### config.mk
export PLATFORM = sky130hd
export DESIGN_NAME = lsu
export DESIGN_NICKNAME = d
export VERILOG_FILES = /design/src/rtl/lsu_pkg.sv /design/src/rtl/lsu_align.sv /design/src/rtl/lsu.sv
export SDC_FILE = /design/constraint.sdc
export NUM_CORES = 1
export LEC_CHECK = 0
export ABC_AREA = 1
export CORE_ASPECT_RATIO = 1.25
export CORE_UTILIZATION = 40
export CTS_CLUSTER_SIZE = 24
export DETAILED_ROUTE_END_ITERATION = 7
export PLACE_DENSITY_LB_ADDON = 0.05
export SKIP_LAST_GASP = 1
export SYNTH_ARGS = -nofsm -noshare
export SYNTH_HDL_FRONTEND = slang
export SYNTH_SLANG_ARGS = --single-unit
### constraint.sdc
create_clock -name clk -period 1.39 [get_ports clk]
set_input_delay 0.2085 -clock clk [delete_from_list [all_inputs] [get_ports clk]]
set_output_delay 0.2085 -clock clk [all_outputs]
set_load 0.05 [all_outputs]
### src/rtl/lsu_pkg.sv
// Shared types and constants for the load/store unit.
// FSM states, Funct3 access encodings and base byte-enable patterns.
package lsu_pkg;

    typedef enum logic [1:0] {
        S_IDLE,
        S_REQ,
        S_WAIT,
        S_DONE
    } state_t;

    localparam logic [2:0] F3_B  = 3'b000;
    localparam logic [2:0] F3_H  = 3'b001;
    localparam logic [2:0] F3_W  = 3'b010;
    localparam logic [2:0] F3_BU = 3'b100;
    localparam logic [2:0] F3_HU = 3'b101;

    localparam logic [3:0] BE_B = 4'b0001;
    localparam logic [3:0] BE_H = 4'b0011;
    localparam logic [3:0] BE_W = 4'b1111;

endpackage

### src/rtl/lsu_align.sv
// Byte-lane steering: store byte enables / replicated data and
// load lane extraction with sign or zero extension.
module lsu_align
    import lsu_pkg::*;
#(
    parameter int DATA_WIDTH = 32
) (
    input  logic [2:0]            st_funct3,
    input  logic [1:0]            st_off,
    input  logic [DATA_WIDTH-1:0] st_data,
    output logic [3:0]            be,
    output logic [DATA_WIDTH-1:0] wdata,
    input  logic [2:0]            ld_funct3,
    input  logic [1:0]            ld_off,
    input  logic [DATA_WIDTH-1:0] rdata,
    output logic [DATA_WIDTH-1:0] ld_data
);

    logic [DATA_WIDTH-1:0] lane;

    always_comb begin
        be    = BE_W;
        wdata = st_data;
        unique case (1'b1)
            (st_funct3 == F3_B) || (st_funct3 == F3_BU): begin
                be    = BE_B << st_off;
                wdata = {4{st_data[7:0]}};
            end
            (st_funct3 == F3_H) || (st_funct3 == F3_HU): begin
                be    = BE_H << {st_off[1], 1'b0};
                wdata = {2{st_data[15:0]}};
            end
            default: begin
                be    = BE_W;
                wdata = st_data;
            end
        endcase
    end

    always_comb begin
        lane    = rdata >> {ld_off, 3'b000};
        ld_data = lane;
        unique case (1'b1)
            ld_funct3 == F3_B:  ld_data = {{24{lane[7]}}, lane[7:0]};
            ld_funct3 == F3_BU: ld_data = {24'b0, lane[7:0]};
            ld_funct3 == F3_H:  ld_data = {{16{lane[15]}}, lane[15:0]};
            ld_funct3 == F3_HU: ld_data = {16'b0, lane[15:0]};
            default:            ld_data = lane;
        endcase
    end

endmodule

### src/rtl/lsu.sv
// Execute-stage load/store unit: one aligned word request per access,
// stalls the core while in flight, flags illegal accesses off-bus.
module lsu
    import lsu_pkg::*;
#(
    parameter int DATA_WIDTH = 32
) (
    input  logic                  clk,
    input  logic                  rst_n,
    input  logic                  MemRead,
    input  logic                  MemWrite,
    input  logic [2:0]            Funct3,
    input  logic [DATA_WIDTH-1:0] ALUResult,
    input  logic [DATA_WIDTH-1:0] WriteData,
    output logic [DATA_WIDTH-1:0] ReadData,
    output logic                  Done,
    output logic                  Stall,
    output logic                  LsuErr,
    output logic                  mem_req,
    output logic                  mem_we,
    output logic [DATA_WIDTH-1:0] mem_addr,
    output logic [3:0]            mem_be,
    output logic [DATA_WIDTH-1:0] mem_wdata,
    input  logic                  mem_ready,
    input  logic                  mem_rvalid,
    input  logic [DATA_WIDTH-1:0] mem_rdata
);

    state_t                state, next;
    logic                  op, bad, size_bad;
    logic                  cap, rd_cap;
    logic [3:0]            be_c;
    logic [DATA_WIDTH-1:0] wdata_c, ld_data;
    logic [2:0]            f3_q;
    logic [1:0]            off_q;
    logic                  err_q;

    assign op = MemRead | MemWrite;

    always_comb begin
        size_bad = 1'b0;
        unique case (1'b1)
            Funct3 == F3_B:  size_bad = 1'b0;
            Funct3 == F3_H:  size_bad = ALUResult[0];
            Funct3 == F3_W:  size_bad = |ALUResult[1:0];
            Funct3 == F3_BU: size_bad = MemWrite;
            Funct3 == F3_HU: size_bad = MemWrite | ALUResult[0];
            default:         size_bad = 1'b1;
        endcase
        bad = op & (size_bad | (MemRead & MemWrite));
    end

    lsu_align #(.DATA_WIDTH(DATA_WIDTH)) u_align (
        .st_funct3 (Funct3),
        .st_off    (ALUResult[1:0]),
        .st_data   (WriteData),
        .be        (be_c),
        .wdata     (wdata_c),
        .ld_funct3 (f3_q),
        .ld_off    (off_q),
        .rdata     (mem_rdata),
        .ld_data   (ld_data)
    );

    always_comb begin
        next   = state;
        cap    = 1'b0;
        rd_cap = 1'b0;
        unique case (state)
            S_IDLE: begin
                if (op && !bad) begin
                    next = S_REQ;
                    cap  = 1'b1;
                end
            end
            S_REQ: begin
                if (mem_ready)
                    next = mem_we ? S_DONE : S_WAIT;
            end
            S_WAIT: begin
                if (mem_rvalid) begin
                    next   = S_DONE;
                    rd_cap = 1'b1;
                end
            end
            S_DONE:  next = S_IDLE;
            default: next = S_IDLE;
        endcase
    end

    assign mem_req = (state == S_REQ);
    assign Done    = (state == S_DONE);
    assign LsuErr  = err_q;
    // Illegal ops never stall, so the core moves on after the error pulse.
    assign Stall   = op & ~Done & ~bad;

    always_ff @(posedge clk or negedge rst_n) begin
        if (!rst_n) begin
            state     <= S_IDLE;
            err_q     <= 1'b0;
            mem_we    <= 1'b0;
            mem_addr  <= '0;
            mem_be    <= '0;
            mem_wdata <= '0;
            f3_q      <= '0;
            off_q     <= '0;
            ReadData  <= '0;
        end else begin
            state <= next;
            err_q <= (state == S_IDLE) & bad;
            if (cap) begin
                mem_we    <= MemWrite;
                mem_addr  <= {ALUResult[DATA_WIDTH-1:2], 2'b00};
                mem_be    <= be_c;
                mem_wdata <= wdata_c;
                f3_q      <= Funct3;
                off_q     <= ALUResult[1:0];
            end
            if (rd_cap)
                ReadData <= ld_data;
        end
    end

endmodule

==> results by group <==
Status
  • Status: complete, but fails checks
  • Failing checks: setup timing

Floorplanning
  • Full die area: approximately 14,000 µm²
  • Core Footprint: 13,350 µm²
  • Total number of placement rows: between 40 and 50
  • IO Pins: between 200 and 250
  • Initial Util: approximately 41%
  • Chip height: 133.6 µm
  • Die X: roughly 110 µm

Timing
  • Max Freq: 0.6467 GHz
  • Min cycle time layout: 1546 ps
  • Worst hold slack: 376.1 ps
  • Clock Skew: approximately 8.2 ps
  • RSZ-0062 raised after global routing: true
  • Total negative slack: -11,200 ps
  • Slew HR: around 60%
  • Slew @ Worst Pin: 600.8 ps
  • Final setup violation count: between 100 and 150
  • Final hold violations: 0
  • Final Worst Setup Slack: -156.3 ps
  • Period utilisation layout: 111.2%
  • Max-slew violation count: 0

Cells and area
  • Finished Core Util: a little under 80%
  • Area grow syn2layout: 88.14%
  • Commonest non-fill, non-tap cell in the layout: nand2_1
  • Final net count: ~1,100
  • Layout cells sized above 1: approximately a third
  • Ant. Diodes: 0
  • Design area: around 10,000 µm²
  • Commonest cells after routing, fill and taps aside: nand2_1, buf_12, dfrtp_1

Place
  • Post-DP HPWL: about 13,000 µm
  • Final GP Congestion: roughly 0.85
  • Area after DPL: around 9000 µm²
  • Worst slack, placed: -386.6 ps
  • Port bufs: a little over 200

Worst setup path
  • Flop2flop setup slack: -160 ps
  • Crit Path Max Fanout: 3
  • Worst Path Arrival: approximately 1300 ps
  • Critical path required time: around 1200 ps
  • WS Path Type: reg -> out
  • Setup crit start: state[1]
  • Setup crit start kind: flip-flop
  • Worst R2R Path Depth: 8
  • Type of destination of the critical path: output port
  • FF-to-FF Start: state[1]
  • R2r endpoint: ReadData[26]

Yosys
  • Mean Syn Cell Area: between 7 and 8 µm²
  • Area leader, netlist: dfrtp_1
  • Synthesized flop and latch total: between 100 and 150
  • Area of the mapped netlist: 5538 µm²
  • Yosys top cell area share: roughly half
  • Asr flop ratio synth: between 90% and 100%
  • Gate Count Post-Synth: 710
  • Sequential cell area fraction in the yosys report: roughly 48%
  • Area contributors post-synth: dfrtp_1, nand2_1, nand3_1
  • Yosys warning count: 0
  • Netlist cell types: 36
  • Dominant register cell in the synthesized netlist: dfrtp_1
  • Post-synth EDFFs: 0

Pwr
  • Leak Pwr: ~5 nW
  • Worst vdd ir: between 2000 and 2500 µV
  • Pwr Density: around 2700 nW/µm²

Hold path
  • Worst Min Path Start: ALUResult[27]
  • HP Class: in -> reg
  • Min-Delay Endpoint: mem_addr[27]
  • Hold path depth: 3

Run
  • Max Cap Violations: 0

Routing
  • Routed Antenna Nets: 0
  • Final WL: 20,270 µm
  • 1st-iter DRT viols: 340
  • DRC: 0
  • Vias per cell: between 5 and 6
  • Per-cell routed wire length: 17.71 µm
  • Pre-Repair DR Iteration Count: 5
  • Via count: around 5,800

GRT
  • First-pass GRT wire length: about 28,000 µm
  • Vias in the first global route: about 5,600
  • Grt met3 use: under 10%
  • Gr ovfl total: 0
  • Met2 Usage GRT: a little under half
  • Busiest grt layer: met2
  • Initial antenna violation count: 0
  • Total track usage: between 20% and 30%
  • M1 GR Usage: 27.48%
  • Largest net degree at the start of global routing: between 70 and 80

CTS
  • Cts bufs inserted: 9
  • H-tree levels: 3
  • Clock root buffer: clkbuf_16
  • Clock buffer depth: 2
  • Clk slew on worst S/H paths: ~80 ps
  • Total clock sinks: 107
  • TritonCTS clock tree: yes
  • Clock latency on the worst-skew pair: roughly 360 ps
-- synth_stat cells (2+ instances only) --
cell      instances
a211oi_1          3
a21oi_1          16
a31oi_1           9
buf_1             2
buf_2             8
buf_4             7
buf_6            14
clkbuf_1          7
dfrtp_1         107
ha_1              5
inv_1            44
inv_2             2
nand2_1         323
nand2_2           9
nand2_4           2
nand3_1          48
nand3_2           2
nor2_1           28
o211ai_1          7
o21ai_0          18
o21ai_1          10
o21ai_2          10
or2_2            16
-- worst max-delay path by stage --
stage / end / slack, ps / depth (start not counted)
final: Stall / -160 / 4
after global routing: ReadData[20] / -210 / 8
after CTS: Stall / -130 / 4
after detailed placement: mem_wdata[28] / -390 / 6
after global placement: mem_wdata[9] / -320 / 9
after floorplan: Stall / -20 / 2
-- flip-flops by register name (all words and copies together), names as in the netlist --
signal	cells
ReadData	32
mem_wdata	32
mem_addr	30
mem_be	4
f3_q	3
off_q	2
state	2
LsuErr	1
mem_we	1
-- cells by family (layout without fill, tap and decap cells) --
family                   after synthesis  count (layout)  share of synthesized area (%)
AO/OA/AOI/OAI                         74              74                          8.043
buffers and inverters                 87             349                          8.970
adder cells (fa/ha/maj)                5               5                          1.130
flip-flops                           107             107                          48.35
AND/OR/NAND/NOR                      436             437                          33.44
other                                  1               2                        0.06772
-- layer usage --
layer | part of all wire (%) | wire length (µm)
met2 | 53 | 10710
met5 | 0 | 0
met3 | 7.0 | 1414
met4 | 4.3 | 876
met1 | 36 | 7278
-- worst max-delay path: stages, from the launching register on --
cell and delay, ps:
dfrtp_1 420, buf_6 140, ha_4 170, nor2_4 110
buf_12 140
-- repair_timing --
item / in CTS / in global routing
pin swaps: 5 / 41
setup buffers: 6 / 6
endpoints found under the hold margin: 107 / 0
cloned: 3 / 19
gates resized for setup: 22 / 146
setup endpoints to repair: 101 / 108
hold buffers: 1 / 0
-- power by group --
part | internal (W) | leakage, nW | switching (W) | total [W]
Combinational | 0.00890 | 3.66 | 0.00990 | 0.0188
Clock | 0.00124 | 0.127 | 0.00124 | 0.00248
Sequential | 0.00468 | 1.31 | 0.00201 | 0.00669
Total | 0.0148 | 5.09 | 0.0132 | 0.0280
-- layout make-up --
class / instances / area (µm²)
Multi-Input combinational cell: 518 / 2877
Tap cell: 171 / 214.0
Sequential cell: 107 / 2679
Fill cell: 861 / 2930
Clock inverter: 6 / 51.30
Inverter: 46 / 187.7
Timing Repair Buffer: 287 / 4182
Clock buffer: 10 / 229.0
-- metrics by stage --
stage / cells / total power, W
detailed placement: 1096 / 0.02358
global route: 1145 / 0.02917
global placement: 1096 / 0.02333
CTS: 1122 / 0.02640
floorplan: 711 / 0.01470
finish: 1145 / 0.02797
(Power assumes the default switching activity.)
